[config.mk]
export PLATFORM = sky130hd
export DESIGN_NAME = keypad_scanner
export DESIGN_NICKNAME = d
export VERILOG_FILES = /design/src/rtl/keypad_scanner.sv
export SDC_FILE = /design/constraint.sdc
export NUM_CORES = 1
export LEC_CHECK = 0
export ABC_AREA = 1
export ABC_CLOCK_PERIOD_IN_PS = 3950
export CAP_MARGIN = 10
export CORE_MARGIN = 2
export CORE_UTILIZATION = 50
export DETAILED_ROUTE_END_ITERATION = 8
export GPL_TIMING_DRIVEN = 0
export PLACE_DENSITY = 0.73
export SLEW_MARGIN = 20
export SYNTH_ARGS = -nofsm -noshare
export SYNTH_HDL_FRONTEND = slang
export SYNTH_SLANG_ARGS = --single-unit
[constraint.sdc]
create_clock -name i_clk -period 3.95 [get_ports i_clk]
set_input_delay 1.185 -clock i_clk [delete_from_list [all_inputs] [get_ports i_clk]]
set_output_delay 1.185 -clock i_clk [all_outputs]
set_load 0.01 [all_outputs]
[src/rtl/keypad_scanner.sv]
// keypad_scanner: 4x4 active-low matrix keypad scanner with frame debounce.
// Optional auto-repeat of a held key when KEYPAD_AUTOREPEAT_EN is defined.
module keypad_scanner #(
   parameter int SCAN_DIV_W      = 16,
   parameter int DEBOUNCE_FRAMES = 4,
   parameter int REPEAT_FRAMES   = 32
) (
   input  logic       i_clk,
   input  logic       i_rst,
   input  logic [3:0] i_row,
   output logic [3:0] o_col,
   output logic [3:0] o_key_code,
   output logic       o_key_valid,
   input  logic       i_key_ack,
   output logic       o_key_down,
   output logic       o_overrun
);

   localparam int CW = $clog2(DEBOUNCE_FRAMES + 1);
   localparam logic [CW-1:0] DF_C = CW'(DEBOUNCE_FRAMES);

   typedef enum logic [1:0] {IDLE, DEBOUNCE, PRESSED} state_t;

   logic [3:0]            sync1_q, sync1_d, sync2_q, sync2_d;
   logic [SCAN_DIV_W-1:0] pre_q, pre_d;
   logic [1:0]            col_q, col_d;
   logic [3:0]            ocol_q, ocol_d;
   logic                  acc_hit_q, acc_hit_d;
   logic [3:0]            acc_code_q, acc_code_d;
   state_t                state_q, state_d;
   logic [3:0]            cand_q, cand_d;
   logic [CW-1:0]         dcnt_q, dcnt_d, rcnt_q, rcnt_d;
   logic [3:0]            code_q, code_d;
   logic                  valid_q, valid_d;
   logic                  down_q, down_d;
   logic                  ovr_q, ovr_d;
`ifdef KEYPAD_AUTOREPEAT_EN
   localparam int RW = $clog2(REPEAT_FRAMES + 1);
   localparam logic [RW-1:0] RF_C = RW'(REPEAT_FRAMES);
   logic [RW-1:0]         rpt_q, rpt_d;
`endif

   logic       tick, frame_end, samp_hit, frame_hit, emit;
   logic [1:0] samp_row;
   logic [3:0] samp_code, frame_code;

   // Lowest low row in the current column wins.
   always_comb begin
      samp_row = 2'd0;
      for (int r = 3; r >= 0; r--) begin
         if (!sync2_q[r]) samp_row = r[1:0];
      end
   end

   assign tick       = &pre_q;
   assign frame_end  = tick && (col_q == 2'd3);
   assign samp_hit   = ~&sync2_q;
   assign samp_code  = {samp_row, col_q};
   assign frame_hit  = acc_hit_q | samp_hit;
   assign frame_code = acc_hit_q ? acc_code_q : samp_code;

   // Synchronizer, prescaler, column rotation and per-frame accumulation.
   always_comb begin
      sync1_d    = i_row;
      sync2_d    = sync1_q;
      pre_d      = pre_q + 1'b1;
      col_d      = col_q;
      acc_hit_d  = acc_hit_q;
      acc_code_d = acc_code_q;
      if (tick) begin
         col_d = col_q + 2'd1;
         if (col_q == 2'd3) begin
            acc_hit_d  = 1'b0;
            acc_code_d = 4'd0;
         end else if (!acc_hit_q && samp_hit) begin
            acc_hit_d  = 1'b1;
            acc_code_d = samp_code;
         end
      end
      ocol_d = ~(4'b0001 << col_d);
   end

   // Scan datapath registers.
   always_ff @(posedge i_clk or posedge i_rst) begin
      if (i_rst) begin
         sync1_q    <= 4'b1111;
         sync2_q    <= 4'b1111;
         pre_q      <= '0;
         col_q      <= 2'd0;
         ocol_q     <= 4'b1110;
         acc_hit_q  <= 1'b0;
         acc_code_q <= 4'd0;
      end else begin
         sync1_q    <= sync1_d;
         sync2_q    <= sync2_d;
         pre_q      <= pre_d;
         col_q      <= col_d;
         ocol_q     <= ocol_d;
         acc_hit_q  <= acc_hit_d;
         acc_code_q <= acc_code_d;
      end
   end

   // FSM state register.
   always_ff @(posedge i_clk or posedge i_rst) begin
      if (i_rst) begin
         state_q <= IDLE;
         cand_q  <= 4'd0;
         dcnt_q  <= '0;
         rcnt_q  <= '0;
`ifdef KEYPAD_AUTOREPEAT_EN
         rpt_q   <= '0;
`endif
      end else begin
         state_q <= state_d;
         cand_q  <= cand_d;
         dcnt_q  <= dcnt_d;
         rcnt_q  <= rcnt_d;
`ifdef KEYPAD_AUTOREPEAT_EN
         rpt_q   <= rpt_d;
`endif
      end
   end

   // FSM next state; emit pulses on the frame end that accepts a key.
   always_comb begin
      state_d = state_q;
      cand_d  = cand_q;
      dcnt_d  = dcnt_q;
      rcnt_d  = rcnt_q;
      emit    = 1'b0;
`ifdef KEYPAD_AUTOREPEAT_EN
      rpt_d   = rpt_q;
`endif
      if (frame_end) begin
         unique case (state_q)
            IDLE: begin
               if (frame_hit) begin
                  cand_d = frame_code;
                  dcnt_d = CW'(1);
                  rcnt_d = '0;
                  if (DEBOUNCE_FRAMES == 1) begin
                     emit    = 1'b1;
                     state_d = PRESSED;
`ifdef KEYPAD_AUTOREPEAT_EN
                     rpt_d   = '0;
`endif
                  end else begin
                     state_d = DEBOUNCE;
                  end
               end
            end
            DEBOUNCE: begin
               if (frame_hit && (frame_code == cand_q)) begin
                  dcnt_d = dcnt_q + CW'(1);
                  if (dcnt_d == DF_C) begin
                     emit    = 1'b1;
                     state_d = PRESSED;
                     rcnt_d  = '0;
`ifdef KEYPAD_AUTOREPEAT_EN
                     rpt_d   = '0;
`endif
                  end
               end else begin
                  state_d = IDLE;
                  dcnt_d  = '0;
               end
            end
            PRESSED: begin
               if (frame_hit) begin
                  rcnt_d = '0;
`ifdef KEYPAD_AUTOREPEAT_EN
                  if (rpt_q + RW'(1) == RF_C) begin
                     rpt_d = '0;
                     emit  = 1'b1;
                  end else begin
                     rpt_d = rpt_q + RW'(1);
                  end
`endif
               end else begin
                  rcnt_d = rcnt_q + CW'(1);
`ifdef KEYPAD_AUTOREPEAT_EN
                  rpt_d  = '0;
`endif
                  if (rcnt_d == DF_C) begin
                     state_d = IDLE;
                     dcnt_d  = '0;
                     rcnt_d  = '0;
                  end
               end
            end
            default: state_d = IDLE;
         endcase
      end
   end

   // Output handshake: load on emit when free or acked, else flag overrun.
   always_comb begin
      code_d  = code_q;
      valid_d = valid_q;
      ovr_d   = ovr_q;
      down_d  = (state_d == PRESSED);
      if (emit) begin
         if (!valid_q || i_key_ack) begin
            code_d  = cand_d;
            valid_d = 1'b1;
            if (valid_q) ovr_d = 1'b0;
         end else begin
            ovr_d = 1'b1;
         end
      end else if (valid_q && i_key_ack) begin
         valid_d = 1'b0;
         ovr_d   = 1'b0;
      end
   end

   // Output registers.
   always_ff @(posedge i_clk or posedge i_rst) begin
      if (i_rst) begin
         code_q  <= 4'd0;
         valid_q <= 1'b0;
         down_q  <= 1'b0;
         ovr_q   <= 1'b0;
      end else begin
         code_q  <= code_d;
         valid_q <= valid_d;
         down_q  <= down_d;
         ovr_q   <= ovr_d;
      end
   end

   assign o_col       = ocol_q;
   assign o_key_code  = code_q;
   assign o_key_valid = valid_q;
   assign o_key_down  = down_q;
   assign o_overrun   = ovr_q;

endmodule

Word level (Yosys, flattened, before mapping)
Cells that the tools add are included.
{ "classes": {"addsub": 4, "n_mul": 0, "n_div": 0, "order_cmp": 0, "eq_ne": 14, "shifts": 1, "n_mux": 41, "n_bitwise": 2, "reduce_logical": 20} }
{ "ops": {"columns": ["op", "n"], "rows": [
  ["$mux W3", 9],
  ["$mux W4", 6],
  ["$mux W2", 11],
  ["$pmux W3 S3", 2],
  ["$reduce_and A17 Y1", 1],
  ["$add A16 B1 Y16 const B", 1],
  ["$reduce_and A16 Y1", 1],
  ["$mux W1", 12],
  ["$ne A2 B2 Y1 const B", 5],
  ["$reduce_and A5 Y1", 2],
  ["$add A3 B1 Y3 const B", 2],
  ["$eq A2 B2 Y1 const B", 3],
  ["$eq A3 B3 Y1 const B", 2],
  ["$pmux W2 S3", 1],
  ["$reduce_and A2 Y1", 3],
  ["$eq A4 B4 Y1", 1],
  ["$logic_and A1 B1 Y1", 4],
  ["$not A4 Y4", 1],
  ["$reduce_and A4 Y1", 1],
  ["$reduce_bool A2 Y1", 2],
  ["$shl A1 B2 Y4 const A", 1],
  ["$logic_not A1 Y1", 3],
  ["$ne A3 B3 Y1 const B", 1],
  ["$reduce_bool A3 Y1", 1],
  ["6 further kinds", 6]
]} }
{ "word_totals": {"register_bits": 54, "latchBits": 0, "ramBits": 0, "rom_bits": 0, "inputBits": 7, "out_inout_bits": 11, "wordCells": 97, "mem_count": 0} }

Depth between registers and ports, before layout
Gate-level depths: netlist of the first run.
{ "logic_depth": {"word_depth": 12, "mapped_depth": 14, "ltp_nobuf": 14} }

Worst setup path before layout of the first run
No wires, ideal clock.
{ "synth_timing": {"path_type": "register to output", "start": "register ocol_q[1] (netlist: o_col[1])", "end": "output o_col[1]", "t_arrival_ps": 520, "required_time_ps": 2765, "slack_ps": 2245, "path_stages_with_launch": 1, "n_path_buf": 0, "path_cell_list": "dfstp_2"} }
{ "synth_lines": {"columns": ["element", "line", "text"], "rows": [
  ["start, declared", "27", "logic [3:0] ocol_q, ocol_d;"],
  ["start signal, assigned", "98", "ocol_q <= ocol_d;"],
  ["end, declared", "11", "output logic [3:0] o_col,"]
]} }
No word-level cell between the ends.

Worst setup path in the final report of the first run
{ "layout_timing": {"start": "register ocol_q[3] (netlist: o_col[3])", "end": "output o_col[3]"} }
No word-level cell between the ends.

==> results of run 1 <==
[final timing paths]
kind / startpoint / to / slack (ns) / cells after the start
setup / recovery: o_col[3] / o_col[3] / 1.42 / 1
setup reg to reg: acc_hit_q / rcnt_q[2] / 2.11 / 14
max in group asynchronous: i_rst / sync1_q[3] / 2.17 / 3
hold / removal: sync1_q[3] / sync2_q[3] / 0.36 / 0
min in group asynchronous: i_rst / pre_q[2] / 1.19 / 2
hold reg to reg: sync1_q[3] / sync2_q[3] / 0.36 / 0
[cell usage in the layout, fill, tap and decap left out, types with 5 or more instances in the layout]
master	Yosys	layout
nand2_1	84	84
dfrtp_1	43	43
inv_1	38	37
nand3_1	31	31
nor2_1	26	26
clkdlybuf4s50_1	0	17
xor2_1	12	12
ha_1	12	12
dfstp_2	11	11
o21ai_0	7	7
clkbuf_8	0	7
a21oi_1	5	5
xnor2_1	5	5
[stage by stage]
| stage | setup WS [ns] | hold WS [ns] | instances |
|---|---|---|---|
| 2_1_floorplan | 1.469 | 0.3452 | 311 |
| 6_report | 1.418 | 0.3558 | 409 |
| 5_1_grt | 1.370 | 0.3637 | 409 |
| 4_1_cts | 1.397 | 0.3610 | 409 |
| 3_5_place_dp | 1.633 | 0.3470 | 401 |
| 3_3_place_gp | 0.5067 | 0.3452 | 400 |
[registers in the layout, indices dropped and copies added, names as in the netlist]
register,count
pre_q,16
acc_code_q,4
cand_q,4
o_col,4
o_key_code,4
sync1_q,4
sync2_q,4
dcnt_q,3
rcnt_q,3
col_q,2
state_q,2
acc_hit_q,1
o_key_down,1
o_key_valid,1
o_overrun,1
[layout make-up]
type / count / area, um2 / share of cell area (%)
Sequential cell: 54 / 1365 / 43.54
Clock inverter: 1 / 8.758 / 0.2793
Inverter: 40 / 150.1 / 4.789
Clock buffer: 7 / 96.34 / 3.073
Timing Repair Buffer: 18 / 190.2 / 6.065
Tap cell: 72 / 90.09 / 2.873
Multi-Input combinational cell: 217 / 1235 / 39.39
[power breakdown]
group | internal, uW | switching (uW) | leakage, uW
Combinational | 13.4 | 22.7 | 0.000847
Sequential | 561 | 2.30 | 0.000701
Clock | 161 | 171 | 0.0000544
[cell families (layout without fill, tap and decap cells)]
family                     Yosys count  in the layout
and+or+nand+nor                    169            169
adders and majority gates           12             12
buffers and inverters               40             66
AOI/OAI and AO/OA                   19             19
DFF                                 54             54
xor gates and xnor gates            17             17
[synth_stat cells]
master	n	area, um2
nand2_1	84	315.3
dfrtp_1	43	1076
inv_1	38	142.6
nand3_1	31	155.2
nor2_1	26	97.59
ha_1	12	150.1
xor2_1	12	105.1
dfstp_2	11	289.0
o21ai_0	7	35.03
a21oi_1	5	25.02
xnor2_1	5	43.79
nand4_1	4	25.02
nor2_2	4	25.02
nor2_4	4	45.04
nor3_1	4	20.02
nand2_2	3	18.77
o21ai_1	3	15.01
o21ai_2	3	26.28
inv_2	2	7.510
nand4_4	2	42.54
and3_1	1	6.260
nand2_4	1	11.26
nand4_2	1	12.51
nor2_8	1	20.02
nor3b_1	1	7.510
nor3b_4	1	18.77
nor4_1	1	6.260
o21a_1	1	7.510
[routing by layer]
metal	part of all wire [%]	global-route usage (%)	wire length, um
met5	0	0	0
met1	46	23.35	2158
met2	49	29.91	2322
met4	1.5	6.667	69
met3	3.5	3.218	166
==> summary.md, run 1 <==
| Metric | Value |
|---|---|
| Die W | 78.17 um |
| First-pass GRT wire length | 8735 um |
| Core Region | between 5000 and 6000 um2 |
| Post-synthesis adder-cell area fraction | 5.460% |
| Hold Fails Final Rpt | 0 |
| Detailed Place HPWL | 3641 um |
| Worst min-delay path class | flip-flop to flip-flop |
| Critical Path Start Type | flip-flop |
| Vias in the first global route | 2,033 |
| Io pins | 18 |
| Yosys Warn Count | 0 |
| DRC Markers | 0 |
| CTS Root Cell | clkbuf_8 |
| Post-synthesis mux area share | 0% |
| Fin Clk Skew | 0.005976 ns |
| Largest family of logic cells by synthesized area | simple AND/OR/NAND/NOR gates |
| # H-tree levels | 2 |
| XOR/XNOR Fraction of Synth Area | between 5 and 6% |
| Clk sinks | 54 |
| Final total power | 930.8 uW |
| Largest delay share family, worst path | flip-flops |
| Via Count | 1,994 |
| Via density per instance | between 4 and 5 |
| Power Density | 296.9 nW/um2 |
| Cts repair resizes | 0 |
| DR iter-0 viols | 114 |
| Initial antenna violation count | 0 |
| Peak supply drop | 247.9 uV |
| Post-Synth Simple-Gate Area | 30.07% |
| TritonCTS buffer count | 5 |
| DP Area | 3030 um2 |
| Measured slew at the worst slew-check pin | 0.5033 ns |
| Crit path capture type | output port |
| Rel. slew slack | 66.14% |
| # hold bufs at CTS | 0 |
| CTS Buffer Depth | 2 |
| Fin area | 3136 um2 |
| Max cap viols | 0 |
| Share of layout cells above drive strength 1 | 12.76% |
| Final setup viols | 0 |
| Area growth syn-to-layout | 14.01% |
| Fillers | 491 |
| Final min period | 2.532 ns |
| CP cell instances | clkdlybuf4s50_1 |
| CTS tree | built |
| Routability cong. | 0.7976 |
| CP bufs+invs | 1 |
| Leak Pwr | 0.001602 uW |
| Clk slew on worst S/H paths | 0.09 ns |
| I/O Buffers | 17 |
| Post-CTS Setup Bufs | 0 |
| GRT Overall Usage | 17.89% |
| Fin crit share | ~64% |
| Critical Path Max Stage Delay | 0.53 ns |
| Synth Register Bits | 54 |
| Slew Viols, Final | 0 |
| Worst path slowest cell | dfstp_2 |
| Largest net degree at the start of global routing | 37 |
| Clock Latency Late Sink | 0.30 ns |
| Setup_tns | 0 ns |
| Syn Area/Cell | around 8.8 um2 |
| CP required | ~2.8 ns |
| Outcome | finished clean |
| Unrepaired setup endpoints after global routing | false |
| 1st-pass router iterations | 4 |
| Routed wire length | around 4700 um |
| Sequential area share after synthesis | roughly half |
| Syn Inst Count | 311 |
| Synth Area in Compound Gates | 3.958% |
| Syn Nets | 330 |
| CP Data Arrival Time | 1.35 ns |
| Largest fanout on the critical path | 1 |
| Post-Syn Area | roughly 2800 um2 |
| FMAX | 395.0 MHz |
| WS Path Type | flip-flop to output port |
| # rows | 27 |
| Final core utilization | 58.01% |
| Antenna cells | 0 |
| Yosys cell types | 28 |
| Die Ht | 78.17 um |
| Routed Antenna Nets | 0 |
| Fin nets | 355 |
| Routed length per instance | between 10 and 15 um |
| Die area | 6110 um2 |
| Starting density of the core | 50.88% |
| GR Overflow Total | 0 |
Note: power is estimated with default switching activity, not from simulation.
==> inputs of run 2 (changes only) <==
--- a/config.mk
+++ b/config.mk
@@ -6,13 +6,13 @@
 export NUM_CORES = 1
 export LEC_CHECK = 0
 export ABC_AREA = 1
-export ABC_CLOCK_PERIOD_IN_PS = 3950
+export ABC_CLOCK_PERIOD_IN_PS = 2200
 export CAP_MARGIN = 10
 export CORE_MARGIN = 2
 export CORE_UTILIZATION = 50
 export DETAILED_ROUTE_END_ITERATION = 8
 export GPL_TIMING_DRIVEN = 0
-export PLACE_DENSITY = 0.73
+export PLACE_DENSITY = 0.76
 export SLEW_MARGIN = 20
 export SYNTH_ARGS = -nofsm -noshare
 export SYNTH_HDL_FRONTEND = slang
==> constraint.sdc (replaced) <==
create_clock -name i_clk -period 2.2 [get_ports i_clk]
set_input_delay 0.66 -clock i_clk [delete_from_list [all_inputs] [get_ports i_clk]]
set_output_delay 0.66 -clock i_clk [all_outputs]
set_load 0.01 [all_outputs]
==> run 2 against run 1 <==
Net effect: sequential share of layout area decreased by 0.48 points; global-route usage increased by 0.73 points; register-to-register slack got worse by 1.8 ns; sequential power increased by 79%; cell area increased by 1.1%; first-iteration DRC count decreased by 32%; clock power increased by 83%; core utilization increased by 0.65 points; combinational power increased by 100%; routed wire length increased by 3.9%; critical path depth unchanged; die area unchanged.
==> summary.md, run 2 (synthesized netlist as in run 1, its figures left out) <==
| Metric | Value |
|---|---|
| Outcome | finished clean (unchanged) |
| Fin crit share | 91.12% |
| CP Data Arrival Time | 1.34 ns (was 1.35 ns) |
| Hold Fails Final Rpt | 0 (unchanged) |
| Initial antenna violation count | 0 (unchanged) |
| CP bufs+invs | 1 (unchanged) |
| Critical Path Max Stage Delay | 0.52 ns (was 0.53 ns) |
| # hold bufs at CTS | 0 (unchanged) |
| Hold_sp | sync1_q[2] (was sync1_q[3]) |
| Routed wire length | 4898 um (was 4716 um) |
| Crit path capture type | output port (unchanged) |
| Reg2Reg Depth | 14 (unchanged) |
| Worst min-delay path class | flip-flop to flip-flop (unchanged) |
| GRT Overall Usage | 18.62% (was 17.89%) |
| Hold depth | 0 (unchanged) |
| Post-CTS Setup Bufs | 0 (unchanged) |
| Commonest non-fill, non-tap cell in the layout | nand2_1 (unchanged) |
| R2r startpoint | acc_hit_q (unchanged) |
| Clk pwr share | 35.9% (was 35.6%) |
| 1st-pass router iterations | 4 (unchanged) |
| Seq pwr share | 59.8% (was 60.5%) |
| Area growth syn-to-layout | 15.29% (was 14.01%) |
| Power Internal | 1326 uW (was 735.0 uW) |
| Final min period | between 2 and 2.5 ns |
| Sw power | 363.3 uW (was 195.9 uW) |
| # rows | 27 (unchanged) |
| FF-to-FF End | rcnt_q[1] (was rcnt_q[2]) |
| Via Count | 2,027 (was 1,994) |
| Clk slew on worst S/H paths | 0.09 ns (about the same) |
| Detailed Place HPWL | 3785 um (was 3641 um) |
| Worst Hold Path EP | sync2_q[2] (was sync2_q[3]) |
| Measured slew at the worst slew-check pin | 0.4900 ns (was 0.5033 ns) |
| Final WS setup | 0.1953 ns (was 1.418 ns) |
| Core Region | 5405 um2 (unchanged) |
| Fin nets | 356 (was 355) |
| Starting density of the core | 50.88% (unchanged) |
| Share of layout cells above drive strength 1 | 13.02% (was 12.76%) |
| GR Overflow Total | 0 (unchanged) |
| Routability cong. | 0.8315 (was 0.7976) |
| CTS tree | built (unchanged) |
| Largest fanout on the critical path | 1 (unchanged) |
| Clk sinks | 54 (unchanged) |
| CP cell instances | clkdlybuf4s50_1 (unchanged) |
| DR iter-0 viols | 78 (was 114) |
| # H-tree levels | 2 (unchanged) |
| FMAX | 498.8 MHz |
| First-pass GRT wire length | 9121 um (was 8735 um) |
| Via density per instance | 4.944 (was 4.875) |
| Critical Path Start Type | flip-flop (unchanged) |
| Die Ht | 78.17 um (unchanged) |
| Peak supply drop | 500.6 uV (was 247.9 uV) |
| Fin Clk Skew | 0.008579 ns (was 0.005976 ns) |
| I/O Buffers | 17 (unchanged) |
| Routed Antenna Nets | 0 (unchanged) |
| Final total power | 1690 uW (was 930.8 uW) |
| Vias in the first global route | 2,092 (was 2,033) |
| Rel. slew slack | 67.03% (was 66.14%) |
| DRC Markers | 0 (unchanged) |
| Setup WS pre-CTS | 0.3878 ns (was 1.633 ns) |
| Largest delay share family, worst path | flip-flops (unchanged) |
| Die W | 78.17 um (unchanged) |
| Largest net degree at the start of global routing | 24 (was 37) |
| Power Density | 532.9 nW/um2 (was 296.9 nW/um2) |
| Io pins | 18 (unchanged) |
| CTS Root Cell | clkbuf_8 (unchanged) |
| Top reg by flops | pre_q (unchanged) |
| Number of flip-flops in the largest register | 16 (unchanged) |
| Cts repair resizes | 0 (unchanged) |
| Switching Fraction | 21.50% (was 21.04%) |
| Most frequent cells in the layout | 84 x nand2_1, 43 x dfrtp_1, 37 x inv_1 (unchanged) |
| Clock Latency Late Sink | 0.31 ns (was 0.30 ns) |
| Unrepaired setup endpoints after global routing | false (unchanged) |
| TritonCTS buffer count | 5 (unchanged) |
| Antenna cells | 0 (unchanged) |
| Die area | 6110 um2 (unchanged) |
| CP required | 1.54 ns (was 2.76 ns) |
| Slew Viols, Final | 0 (unchanged) |
| WS Path Type | flip-flop to output port (unchanged) |
| Worst path slowest cell | dfstp_2 (unchanged) |
| Leak Pwr | 0.001618 uW (was 0.001602 uW) |
| Slack of the worst reg-to-reg path | 0.36 ns (was 2.11 ns) |
| CTS Buffer Depth | 2 (unchanged) |
| Logic pwr share | 4.3% (was 3.9%) |
| Final setup viols | 0 (unchanged) |
| Routed length per instance | 11.95 um (was 11.53 um) |
| Max cap viols | 0 (unchanged) |
-- run 2: through the flow --
step	hold slack, ns	cell area, um2	util (%)	TNS (ns)	instances
floorplan	0.3452	2750	-	0	311
global placement	0.3452	3010	55.69	-33.89	400
detailed placement	0.3507	3065	56.71	0	402
CTS	0.3643	3171	58.66	0	410
global route	0.3681	3171	58.66	0	410
finish	0.3569	3171	58.66	0	410
-- run 2: per-layer routing --
layer | wire length, um | global-route usage, %
met2 | 2432 | 30.86
met3 | 121 | 3.678
met5 | 0 | 0
met4 | 95 | 6.842
met1 | 2249 | 24.36
-- run 2: final cells by class --
type	instances	area (um2)
fillers	495	2235
repair buffers	19	225.2
inverters	40	150.1
flip-flops and latches	54	1365
clock buffers	7	96.34
multi-input cells	217	1235
clock inverters	1	8.758
well taps	72	90.09
-- run 2: how the worst max path moves through the flow --
stage	startpoint	slack, ns	endpoint	cells past startpoint
after floorplan	i_rst	0.24	acc_code_q[0]	1
after global placement	i_rst	-0.72	dcnt_q[1]	2
after detailed placement	acc_hit_q	0.39	rcnt_q[1]	14
after CTS	o_col[3]	0.18	o_col[3]	1
after global routing	acc_hit_q	0.07	o_key_code[1]	12
final	o_col[1]	0.20	o_col[1]	1
-- run 2: power groups by stage --
stage	clock, uW	sequential (uW)	combinational, uW
4_1_cts	626	1010	74.2
5_1_grt	661	1010	83.7
3_5_place_dp	0	1030	73.9
2_1_floorplan	0	1030	36.7
6_report	606	1010	72.2
3_3_place_gp	0	1030	60.1
